==> src/rtl/kgp_disp_pkg.sv <==
// kgp_disp_pkg
// Shared constants for the KGP_RISC result display: default parameter
// values, the active-low seven-segment code table (bit order {g,f,e,d,c,b,a})
// and the blank code.
package kgp_disp_pkg;

  localparam int REFRESH_DIV_DEF = 50000;
  localparam int STABLE_CYC_DEF  = 4;
  localparam int LZ_BLANK_DEF    = 1;

  // Refresh counter width covers REFRESH_DIV up to 2^20.
  localparam int REFRESH_CNT_W   = 20;

  localparam logic [6:0] SEG_BLANK = 7'h7F;

  // Packed table, index 15 first so that SEG_TABLE[n] is the code for hex n.
  localparam logic [15:0][6:0] SEG_TABLE = {
    7'h0E,  // F
    7'h06,  // E
    7'h21,  // d
    7'h46,  // C
    7'h03,  // b
    7'h08,  // A
    7'h10,  // 9
    7'h00,  // 8
    7'h78,  // 7
    7'h02,  // 6
    7'h12,  // 5
    7'h19,  // 4
    7'h30,  // 3
    7'h24,  // 2
    7'h79,  // 1
    7'h40   // 0
  };

endpackage

==> src/rtl/hex_to_seg7.sv <==
// hex_to_seg7
// Combinational hex digit to active-low seven-segment decoder.
// Ports:
//   nibble  in  4  hex digit value
//   seg_n   out 7  active-low segments {g,f,e,d,c,b,a}
module hex_to_seg7
  import kgp_disp_pkg::*;
(
  input  logic [3:0] nibble,
  output logic [6:0] seg_n
);

  assign seg_n = SEG_TABLE[nibble];

endmodule

==> src/rtl/rout_seg_display.sv <==
// rout_seg_display
// Shows the 16-bit KGP_RISC result bus on a 4-digit multiplexed
// seven-segment display. The bus is debounced by a stability filter: a value
// must be sampled on STABLE_CYC consecutive edges before it is committed to
// the displayed value. Digits are scanned with a clock-enable style refresh
// counter; all display outputs are registered.
// Ports:
//   clk      in  1   system clock, rising edge
//   reset    in  1   synchronous active-high reset
//   rout     in  16  processor result bus
//   seg      out 7   active-low segments {g,f,e,d,c,b,a}
//   an       out 4   active-low digit enables, an[0] = rightmost digit
//   dp       out 1   active-low decimal point, low while an update is pending
//                    and the leftmost digit is lit
//   upd_cnt  out 8   number of committed display updates (wraps)
module rout_seg_display
  import kgp_disp_pkg::*;
#(
  parameter int REFRESH_DIV = REFRESH_DIV_DEF,
  parameter int STABLE_CYC  = STABLE_CYC_DEF,
  parameter int LZ_BLANK    = LZ_BLANK_DEF
) (
  input  logic        clk,
  input  logic        reset,
  input  logic [15:0] rout,
  output logic [6:0]  seg,
  output logic [3:0]  an,
  output logic        dp,
  output logic [7:0]  upd_cnt
);

  localparam logic [REFRESH_CNT_W-1:0] REFRESH_LAST = REFRESH_CNT_W'(REFRESH_DIV - 1);
  localparam logic [7:0]               STABLE_TGT   = 8'(STABLE_CYC);

  logic [15:0]              cand_q, cand_d;
  logic [7:0]               stab_q, stab_d;
  logic [15:0]              shown_q, shown_d;
  logic [7:0]               upd_cnt_q, upd_cnt_d;
  logic [REFRESH_CNT_W-1:0] refresh_cnt_q, refresh_cnt_d;
  logic [1:0]               digit_q, digit_d;
  logic [6:0]               seg_q, seg_d;
  logic [3:0]               an_q, an_d;
  logic                     dp_q, dp_d;

  logic [3:0]               nibble_s;
  logic                     blank_s;
  logic [6:0]               hex_seg_s;

  // Stability filter and commit of the candidate into the shown value.
  always_comb begin
    cand_d    = cand_q;
    stab_d    = stab_q;
    shown_d   = shown_q;
    upd_cnt_d = upd_cnt_q;
    if (rout != cand_q) begin
      // New value restarts the run length at one sample.
      cand_d = rout;
      stab_d = 8'd1;
    end else begin
      if (stab_q < STABLE_TGT) begin
        stab_d = stab_q + 8'd1;
      end else begin
        stab_d = stab_q;
      end
      // Commit once the run is long enough; a candidate equal to the shown
      // value is not an update and is not counted.
      if ((stab_d >= STABLE_TGT) && (cand_q != shown_q)) begin
        shown_d   = cand_q;
        upd_cnt_d = upd_cnt_q + 8'd1;
      end else begin
        shown_d   = shown_q;
        upd_cnt_d = upd_cnt_q;
      end
    end
  end

  // Refresh counter acts as the scan enable; digit index advances on wrap.
  always_comb begin
    if (refresh_cnt_q == REFRESH_LAST) begin
      refresh_cnt_d = '0;
      digit_d       = digit_q + 2'd1;
    end else begin
      refresh_cnt_d = refresh_cnt_q + REFRESH_CNT_W'(1);
      digit_d       = digit_q;
    end
  end

  // Nibble select and leading-zero blanking for the active digit.
  always_comb begin
    nibble_s = shown_q[3:0];
    blank_s  = 1'b0;
    case (digit_q)
      2'd0: begin
        nibble_s = shown_q[3:0];
        blank_s  = 1'b0;
      end
      2'd1: begin
        nibble_s = shown_q[7:4];
        blank_s  = (LZ_BLANK != 0) && (shown_q[15:4] == 12'h000);
      end
      2'd2: begin
        nibble_s = shown_q[11:8];
        blank_s  = (LZ_BLANK != 0) && (shown_q[15:8] == 8'h00);
      end
      2'd3: begin
        nibble_s = shown_q[15:12];
        blank_s  = (LZ_BLANK != 0) && (shown_q[15:12] == 4'h0);
      end
      default: begin
        nibble_s = shown_q[3:0];
        blank_s  = 1'b0;
      end
    endcase
  end

  hex_to_seg7 u_hex_to_seg7 (
    .nibble (nibble_s),
    .seg_n  (hex_seg_s)
  );

  // Next output register values from the current digit and shown value.
  always_comb begin
    if (blank_s) begin
      seg_d = SEG_BLANK;
      an_d  = 4'hF;
    end else begin
      seg_d = hex_seg_s;
      an_d  = ~(4'b0001 << digit_q);
    end
    dp_d = ~((digit_q == 2'd3) && (cand_q != shown_q));
  end

  // State and output registers; reset wins over any commit or wrap.
  always_ff @(posedge clk) begin
    if (reset) begin
      cand_q        <= 16'h0000;
      stab_q        <= 8'd0;
      shown_q       <= 16'h0000;
      upd_cnt_q     <= 8'd0;
      refresh_cnt_q <= '0;
      digit_q       <= 2'd0;
      seg_q         <= SEG_TABLE[4'h0];
      an_q          <= 4'b1110;
      dp_q          <= 1'b1;
    end else begin
      cand_q        <= cand_d;
      stab_q        <= stab_d;
      shown_q       <= shown_d;
      upd_cnt_q     <= upd_cnt_d;
      refresh_cnt_q <= refresh_cnt_d;
      digit_q       <= digit_d;
      seg_q         <= seg_d;
      an_q          <= an_d;
      dp_q          <= dp_d;
    end
  end

  assign seg     = seg_q;
  assign an      = an_q;
  assign dp      = dp_q;
  assign upd_cnt = upd_cnt_q;

endmodule
==> config.mk <==
export PLATFORM = sky130hd
export DESIGN_NAME = rout_seg_display
export DESIGN_NICKNAME = d
export VERILOG_FILES = /design/src/rtl/kgp_disp_pkg.sv /design/src/rtl/hex_to_seg7.sv /design/src/rtl/rout_seg_display.sv
export SDC_FILE = /design/constraint.sdc
export NUM_CORES = 1
export LEC_CHECK = 0
export BUFFER_PORTS_ARGS = -buffer_cell sky130_fd_sc_hd__buf_2
export CAP_MARGIN = 30
export CORE_UTILIZATION = 55
export CTS_BUF_LIST = sky130_fd_sc_hd__clkbuf_8
export CTS_CLUSTER_DIAMETER = 40
export DETAILED_ROUTE_END_ITERATION = 6
export PLACE_DENSITY = 0.78
export SLEW_MARGIN = 25
export SYNTH_ARGS = -nofsm -noshare
export SYNTH_HDL_FRONTEND = slang
export SYNTH_SLANG_ARGS = --single-unit
==> constraint.sdc <==
create_clock -name clk -period 2 [get_ports clk]
set_input_delay 0.4 -clock clk [delete_from_list [all_inputs] [get_ports clk]]
set_output_delay 0.4 -clock clk [all_outputs]
set_load 0.01 [all_outputs]
* Word level (Yosys, flattened, before mapping)
Memory sizes are Yosys's and may differ from the RTL's. Index checks and enable logic that the tools add are counted. Widths: inputs -> output; s select.
Cells by class: add/subtract/negate cells 4, magnitude comparators 3, eq/ne operators 6, shift-type cells 1, multiplexer cells 8, bitwise gates (word level) 3, reductions and logical operators 10
Operators with widths (number):
- $ne 16x16->1 | 2
- $add 20x1->20 const B | 1
- $eq 20x16->1 const B | 1
- $add 8x1->8 const B | 2
- $mux 8 | 2
- $pmux 4 s4 | 1
- $logic_not 12->1 | 1
- $ge 8x3->1 const B | 1
- $logic_not 8->1 | 1
- $lt 8x3->1 const B | 1
- $mux 7 | 1
- $mux 6 | 1
- $reduce_or 2->1 | 3
- $lt 4x5->1 const B | 1
- $eq 2x2->1 const B | 2
- $logic_not 4->1 | 1
- $not 4->4 | 1
- $pmux 1 s4 | 1
- $shl 1x2->4 const A | 1
- $add 2x1->2 const B | 1
- $eq 2x1->1 const B | 1
- $logic_and 1x1->1 | 2
- $logic_not 2->1 | 1
- $mux 1 | 2
- other kinds (2) | 3
Word-level totals: flip-flop bits (word level) 82, ROM bits 112, output and inout port bits 20, memories kept 1
Memories:
- (name not given) | words 16, width 7, rd ports 1, clocked after Yosys merged registers in 0, wr ports 0, line hex_to_seg7.sv:13 | assign seg_n = SEG_TABLE[nibble];

* Logic depth before layout (Yosys ltp)
Gate-level depths: netlist of the first run.
word-level depth 6, gate-level depth with buffers 10, depth with buffers taken out 10

* Cells and area by module
Synthesis of the first run repeated with hierarchy kept, for this count alone.
Unflattened totals: cells, all modules 400, area total of the unflattened synthesis 3890.0 um^2
By module, submodules not included:
- rout_seg_display | instances 1, cells an instance 365, area each 3619.7 um^2
- hex_to_seg7 | instances 1, cells an instance 35, area each 270.3 um^2

* Worst setup path before layout of the first run
Ideal clock, no wire load.
kind reg-to-reg, start point reg digit_q[1], end point reg seg_q[2] (netlist: seg[2]), library setup time 0.071 ns, arrival 2.070 ns, setup slack -0.141 ns, cell stages (with the launch flop) 11, path buffers 0, period minus slack after synthesis 2.141 ns, cell sequence dfxtp_1 -> inv_1 -> ha_1 -> a222oi_1 -> nand2_1 -> o21ai_0 -> inv_1 -> ha_1 -> nor3_1 -> a31oi_1 -> a21oi_1
On the way: cells in the longest elaborated chain, start to end 5
Ends and longest elaborated chain:
- start, declared | line rout_seg_display.sv:40 | logic [1:0] digit_q, digit_d;
- start signal, assigned | line rout_seg_display.sv:151 | digit_q <= digit_d;
- $eq 2x2->1, or another cell as far along | line rout_seg_display.sv:92 | case (digit_q)
- $pmux 4 s4 | line rout_seg_display.sv:92
- $mem_v2 16x7
- $mux 7 (implied by the code) | line hex_to_seg7.sv:13
- $mux 6 (*) | line rout_seg_display.sv:123 | if (blank_s) begin
- end signal, assigned | line rout_seg_display.sv:142 | seg_q <= SEG_TABLE[4'h0];
- end signal, assigned | line rout_seg_display.sv:152 | seg_q <= seg_d;
- end, declared | line rout_seg_display.sv:41 | logic [6:0] seg_q, seg_d;
Every way passes the cells marked *; elsewhere a longest branch is shown, timed or not. The select of a mux whose other input is x is not followed. A chain may end at the register's enable or synchronous reset.

* Worst setup path after layout of the first run
start point reg digit_q[0], end point reg seg_q[3] (netlist: seg[3])
The elaborated chain is that of the path after synthesis.

==> run summary, run 1 <==
Status -> complete, but fails checks
Violated checks -> DRC, setup timing
WP data arrival -> 2300 ps
Most frequent cell after synthesis -> dfxtp_1
Total vias in the final route -> 3022
Core footprint -> 6459 sq um
Synthesized area -> 3757 sq um
Synth top area cells -> dfxtp_1 44%, xnor2_1 6.5%, xor2_1 6.5%
Slew headroom -> 63.98%
Fraction of layout cells with a size suffix above 1 -> 32.16%
Synth Instances -> 385
Pin count of the biggest net entering global routing -> 30
Post-route insts no fill -> 559
Hold_buf cts -> 0
Critical path class -> reg -> reg
Worst Hold Class -> in -> reg
Critical Path End Type -> register
Synth async-reset ratio -> 0%
1st-iter DRT viols -> 147
Die Ht -> 84.66 um
CTS tree -> yes
Starting Density -> 58.18%
Sequential-to-total area share from yosys stat -> 43.69%
Row count -> 29
Worst slew pin tran -> 540.3 ps
Max-slew violation count -> 0
Final setup violation count -> 14
Leak Pwr -> 1.981 nW
Fin nets -> 511
DRC Markers -> 6
GRT Residual Overflow -> 0
Max-cap violations -> 0
Worst hold stages -> 2
ANT cells -> 0
RSZ-0062 raised after global routing -> yes
Final hold vios -> 0
WL/cell -> 15.08 um
Top cells by count, synth -> 82 x dfxtp_1, 56 x nor2_1, 28 x xnor2_1, 28 x xor2_1, 21 x mux2i_1
Buffers on Ports -> 37
Core Util, Final -> 74.80%
IO Pins -> 38
Yosys reg bits -> 82
First-pass GRT wire length -> 13.36 mm
WHS Endpoint -> cand_q[7]$_SDFFE_PP0P_
Clock sink count -> 82
Via density -> 5.406
Crit path launch type -> register
Total Wirelength -> 8.427 mm
Unique masters post-synth -> 46
CTS buffer count -> 9
Layout area overhead -> 28.57%
Number of flops mapped to enable cells by yosys -> 0
Predominant post-synthesis flop cell -> dfxtp_1
Req. time, crit path -> 2210 ps
Clk slew on worst S/H paths -> 80 ps
Total Routing Usage GR -> 23.45%
Flop2flop setup slack -> -90 ps
Placed cells -> 528
Layout fillers -> 439
Initial antenna violation count -> 0
Worst r2r src -> digit_q[0]$_SDFFE_PP0P_
Clock Tree Root -> clkbuf_8
ANT nets after route -> 0
Top cell type's share of synthesized area -> 43.69%
Vias in the first global route -> 2852
Worst min-delay path startpoint -> rout[7]
Max Root-Sink Buffers -> 2
Reg2reg end -> seg[3]$_SDFF_PP0_
Die ar. -> 7166 sq um
H-tree levels -> 3
Worst r2r path cells -> 9
Avg Cell Area, Syn -> 9.759 sq um
YS warnings -> 0
Pre-CTS setup slack -> -217.1 ps
Clock latency on the worst-skew pair -> 360 ps
Die X -> 84.66 um
Dpl hpwl -> 5.517 mm
Post-Syn Nets -> 417
Pre-Repair DR Iteration Count -> 6
GPL Wtd Cong -> 0.8570
PnR worst setup slack -> -89.44 ps
Highest Clock Rate -> 0.4786 GHz
Worst VDD drop -> 0.3854 mV
Critical-path maximum fanout -> 5
Clk_skew -> 14.65 ps
Fin crit period -> 2089 ps
Yosys top cell by area -> dfxtp_1
Final period utilization -> 104.5%
Power Density -> 650.8 nW/um^2
[cell type report]
| cell class | count | area (sq um) | share of cell area, % |
|---|---|---|---|
| multi-input combinational | 283 | 2192 | 45.38 |
| inverter | 8 | 30.03 | 0.6216 |
| tap | 77 | 96.34 | 1.994 |
| clock inverter | 4 | 68.82 | 1.425 |
| clock buffer | 10 | 137.6 | 2.849 |
| timing repair buffer | 95 | 654.4 | 13.55 |
| sequential | 82 | 1652 | 34.19 |
[state kept, by name, indices dropped and copies added (netlist names)]
signal / flops
an: 4
upd_cnt: 8
refresh_cnt_q: 20
shown_q: 16
seg: 7
dp: 1
stab_q: 8
cand_q: 16
digit_q: 2
[worst max-delay path, cell delays in order, from the launching register on]
cell and delay, ps:
dfxtp_4 370, ha_2 230, a22oi_1 240, nand2_1 80, mux2_2 320, buf_4 170
ha_2 210, a21oi_2 130, a32o_1 150, a21oi_2 50
[layout by cell type (no fill, tap or decap), types with 5 or more instances in the layout]
cell and instances:
nor4_1 5, buf_4 50, and2_1 6, nor3_1 6, nor2_1 56, buf_2 37
nand2_1 17, nand3_1 17, xnor2_1 26, and3_1 5, nor2b_1 20, xor2_1 26
nand4_1 8, dfxtp_2 5, ha_1 7, ha_4 5, buf_6 7, nor4_4 6
mux2i_1 21, dfxtp_1 76, clkbuf_8 10, inv_2 5
[timing repair]
action | in CTS | in global routing
gates cloned | 0 | 2
buffers inserted | 4 | 11
pin swaps | 10 | 20
endpoints found under the setup margin | 16 | 26
resized for setup | 21 | 29
[worst max path at each step]
stage,from,to
2_1_floorplan,rout[3],upd_cnt[4]$_SDFFE_PP0P_
3_3_place_gp,rout[12],upd_cnt[4]$_SDFFE_PP0P_
3_5_place_dp,rout[12],shown_q[7]$_SDFFE_PP0P_
4_1_cts,digit_q[1]$_SDFFE_PP0P_,seg[3]$_SDFF_PP0_
5_1_grt,digit_q[1]$_SDFFE_PP0P_,seg[4]$_SDFF_PP0_
6_report,digit_q[0]$_SDFFE_PP0P_,seg[3]$_SDFF_PP0_
[kinds of logic (layout without fill, tap and decap cells)]
kind of cell,count (synthesis),in the layout,share of synthesized area [%]
flops,82,82,43.69
buf+inv,20,117,2.498
mux,25,25,6.893
compound gates,25,25,4.495
xor+xnor,56,56,13.05
fa+ha+maj,14,14,4.662
simple gates,163,163,24.71
[through the flow]
step                      area (sq um)  hold WS [ps]  power [mW]  setup TNS [ps]
final                             4831         282.9       3.144          -413.6
after global routing              4831         275.8       3.260           -2177
after CTS                         4617         273.3       3.153               0
after detailed placement          4302         442.0       1.886           -4110
after global placement            4302         434.8       1.879           -2594
after floorplan                   3771         420.5       1.822               0
[report_power, final]
| part | internal [mW] | leakage [nW] | switching, mW | total [mW] |
|---|---|---|---|---|
| registers | 1.65 | 0.668 | 0.0215 | 1.68 |
| logic | 0.0830 | 1.20 | 0.0991 | 0.182 |
| clock network | 0.717 | 0.109 | 0.568 | 1.29 |
| total | 2.46 | 1.98 | 0.689 | 3.14 |
[layer usage]
| metal | share of wire [%] | wire, um | global-route usage [%] | vias up |
|---|---|---|---|---|
| li1 | - | - | - | 1497 |
| met1 | 45 | 3755 | 29.28 | 1416 |
| met2 | 48 | 4045 | 38.88 | 84 |
| met3 | 4.5 | 379 | 4.523 | 25 |
| met4 | 2.9 | 247 | 11.56 | 0 |
| met5 | 0 | 0 | 0 | - |
No activity file was read; power rests on OpenSTA's default activity.
==> run 2, diff against run 1 <==
Settings changed: ABC_AREA set to 1, CORE_UTILIZATION 55 to 56, PLACE_DENSITY 0.78 to 0.79.
==> run 2 against run 1 <==
Compared with the run above: highest routed layer unchanged; the flow now finishes without violations; flip-flop and latch count unchanged; hold slack got worse by 26 ps; critical path depth grew 3; via count up 29%; clock power about the same; clock skew fell by 2.8 ps; maximum frequency is 11% higher; synthesized cell count grew 62%; global-route usage down 0.17 points; combinational power shrank 12%; critical path type unchanged; clock-buffer cell count unchanged; sequential share of layout area is 0.48 points higher.
==> run summary, run 2 <==
Predominant post-synthesis flop cell -> dfxtp_1 (unchanged)
Synth Instances -> 625 (was 385)
Post-CTS setup buffer count -> 0 (was 4)
Slowest stage delay, CP -> 380 ps (was 370 ps)
Footprint of the multi-input gates -> 2147 sq um (was 2192 sq um)
Vias in the first global route -> 3286 (was 2852)
Die ar. -> 7800 sq um (was 7166 sq um)
Clk_skew -> 11.83 ps (was 14.65 ps)
Critical-path maximum fanout -> 5 (unchanged)
Power Density -> 650.2 nW/um^2 (was 650.8 nW/um^2)
Leak Pwr -> 2.272 nW (was 1.981 nW)
Crit path launch type -> register (unchanged)
Synth async-reset ratio -> 0% (unchanged)
Layout fillers -> 663 (was 439)
Fin crit period -> 1885 ps (was 2089 ps)
Avg Cell Area, Syn -> 6.676 sq um (was 9.759 sq um)
Synthesized area -> 4173 sq um (was 3757 sq um)
Slowest cell on crit path -> dfxtp_4 (unchanged)
Critical path origin -> digit_q[0]$_SDFFE_PP0P_ (unchanged)
Number of flops mapped to enable cells by yosys -> 0 (unchanged)
Slew headroom -> 74.05% (was 63.98%)
Final period utilization -> 94.25% (was 104.5%)
Clock latency on the worst-skew pair -> 360 ps (about the same)
Top cells by count, synth -> 184 x nand2_1, 102 x nor2_1, 92 x inv_1 (was 82 x dfxtp_1, 56 x nor2_1, 28 x xnor2_1, 28 x xor2_1, 21 x mux2i_1)
Starting Density -> 57.84% (was 58.18%)
Final setup violation count -> 0 (was 14)
Yosys top cell by area -> dfxtp_1 (unchanged)
Post-Syn Nets -> 657 (was 417)
Max Root-Sink Buffers -> 2 (unchanged)
Final hold vios -> 0 (unchanged)
CP cell instances -> inv_4 > ha_1 > inv_2 > o21ai_1 > o21ai_2 > ha_1 > inv_1 > nand3_1 > nand3_1 > nand2_1 > nor2_1 > nor2_1 (was ha_2 > a22oi_1 > nand2_1 > mux2_2 > buf_4 > ha_2 > a21oi_2 > a32o_1 > a21oi_2)
Most frequent cell after synthesis -> nand2_1 (was dfxtp_1)
Die Ht -> 88.32 um (was 84.66 um)
Critical path class -> reg -> reg (unchanged)
GPL Wtd Cong -> 0.9420 (was 0.8570)
Synth top area cells -> dfxtp_1 39%, nand2_1 17%, nor2_1 9.2% (was dfxtp_1 44%, xnor2_1 6.5%, xor2_1 6.5%)
First-pass GRT wire length -> 14.21 mm (was 13.36 mm)
WP data arrival -> 2120 ps (was 2300 ps)
Pre-CTS setup slack -> 13.28 ps (was -217.1 ps)
Row count -> 31 (was 29)
Max-cap violations -> 0 (unchanged)
Commonest non-fill, non-tap cell in the layout -> nand2_1 (was dfxtp_1)
Biggest register -> refresh_cnt_q (unchanged)
Dpl hpwl -> 6.387 mm (was 5.517 mm)
Largest regs -> refresh_cnt_q x20, cand_q x16, shown_q x16 (unchanged)
Pre-Repair DR Iteration Count -> 7 (was 6)
Total Routing Usage GR -> 23.28% (was 23.45%)
Critical Path End Type -> register (unchanged)
PnR worst setup slack -> 114.9 ps (was -89.44 ps)
Layout area overhead -> 14.00% (was 28.57%)
Status -> completed (was complete, but fails checks)
Unique masters post-synth -> 34 (was 46)
ANT nets after route -> 0 (unchanged)
Post-Layout Inst Area -> 4757 sq um (was 4831 sq um)
Worst min-delay path startpoint -> rout[2] (was rout[7])
Core Util, Final -> 65.94% (was 74.80%)
Worst slew pin tran -> 389.3 ps (was 540.3 ps)
Number of flip-flops under the largest register name -> 20 (unchanged)
CTS buffer count -> 9 (unchanged)
FF/Latch Area -> 1649 sq um (was 1652 sq um)
Via density -> 5.028 (was 5.406)
CTS tree -> yes (unchanged)
Total Wirelength -> 8.787 mm (was 8.427 mm)
WL/cell -> 11.31 um (was 15.08 um)
Die X -> 88.32 um (was 84.66 um)
H-tree levels -> 3 (unchanged)
DRC Markers -> 0 (was 6)
Clk slew on worst S/H paths -> 90 ps (was 80 ps)
Sequential-to-total area share from yosys stat -> 39.34% (was 43.69%)
Max-slew violation count -> 0 (unchanged)
IO Pins -> 38 (unchanged)
Buffers on Ports -> 37 (unchanged)
Initial antenna violation count -> 0 (unchanged)
Commonest non-fill, non-tap cells in the layout -> 184 x nand2_1, 101 x nor2_1, 86 x inv_1 (was 76 x dfxtp_1, 56 x nor2_1, 50 x buf_4)
Pin count of the biggest net entering global routing -> 35 (was 30)
Core footprint -> 7214 sq um (was 6459 sq um)
1st-iter DRT viols -> 179 (was 147)
Clock Tree Root -> clkbuf_8 (unchanged)
Worst r2r src -> digit_q[0]$_SDFFE_PP0P_ (unchanged)
Total vias in the final route -> 3907 (was 3022)
Highest Clock Rate -> 0.5305 GHz (was 0.4786 GHz)
Clock sink count -> 82 (unchanged)
Fraction of layout cells with a size suffix above 1 -> 14.60% (was 32.16%)
Worst VDD drop -> 0.3784 mV (was 0.3854 mV)
GRT Residual Overflow -> 0 (unchanged)
Fin nets -> 705 (was 511)
Placed Area -> 4493 sq um (was 4302 sq um)
Yosys reg bits -> 82 (unchanged)
Top cell type's share of synthesized area -> 39.34% (was 43.69%)
ANT cells -> 0 (unchanged)
Req. time, crit path -> 2230 ps (was 2210 ps)
YS warnings -> 0 (unchanged)
Worst Hold Class -> in -> reg (unchanged)
run 2: layout make-up:
| type | instances | area share [%] |
|---|---|---|
| Timing Repair Buffer | 47 | 5.471 |
| Clock buffer | 10 | 2.893 |
| Tap cell | 99 | 2.604 |
| Clock inverter | 6 | 1.526 |
| Multi-Input combinational cell | 436 | 45.13 |
| Inverter | 97 | 7.706 |
| Sequential cell | 82 | 34.67 |
run 2: worst paths after layout:
check,end,slack [ps],cells past startpoint
max,seg[3]$_SDFF_PP0_,110,12
min,cand_q[2]$_SDFFE_PP0P_,260,3
max reg2reg,seg[3]$_SDFF_PP0_,110,12
min reg2reg,stab_q[6]$_SDFF_PP0_,440,2
run 2: through the flow:
| step | power (mW) | cells | setup TNS [ps] | hold slack (ps) |
|---|---|---|---|---|
| after floorplan | 1.823 | 625 | 0 | 415.5 |
| after global placement | 1.872 | 761 | 0 | 423.3 |
| after detailed placement | 1.878 | 761 | 0 | 427.8 |
| after CTS | 3.123 | 777 | 0 | 247.0 |
| after global routing | 3.214 | 777 | -375.9 | 263.1 |
| final | 3.093 | 777 | 0 | 256.7 |
run 2: power breakdown:
part,switching (mW),internal [mW],total (mW)
sequential,0.0241,1.65,1.68
combinational,0.0969,0.0641,0.161
clock,0.633,0.623,1.26
run 2: logic make-up (layout without fill, tap and decap cells):
logic type | Yosys count | in the layout | share of synthesized area [%]
compound gates | 46 | 46 | 5.787
flops | 82 | 82 | 39.34
xor+xnor | 19 | 19 | 3.988
buf+inv | 107 | 160 | 10.34
simple gates | 357 | 357 | 36.34
fa+ha+maj | 14 | 14 | 4.198
run 2: timing repair:
| item | in CTS | in global routing |
|---|---|---|
| pin swaps | 1 | 3 |
| resized for setup | 2 | 21 |
| setup endpoints to repair | 2 | 7 |
| hold buffers | 0 | 0 |
run 2: routing by layer:
layer / GRT usage (%) / vias up / part of all wire, %
met1: 30.78 / 1770 / 49
li1: - / 2023 / -
met5: 0 / - / 0
met2: 38.39 / 96 / 46
met4: 9.091 / 0 / 1.8
met3: 3.451 / 18 / 3.7
run 2: critical path: cells and delay by family (launching register included):
| family | cells | cell delay [ps] |
|---|---|---|
| AO/OA/AOI/OAI | 2 | 310 |
| adder cells (fa/ha/maj) | 2 | 490 |
| buffers and inverters | 3 | 200 |
| flip-flops | 1 | 380 |
| AND/OR/NAND/NOR | 5 | 370 |
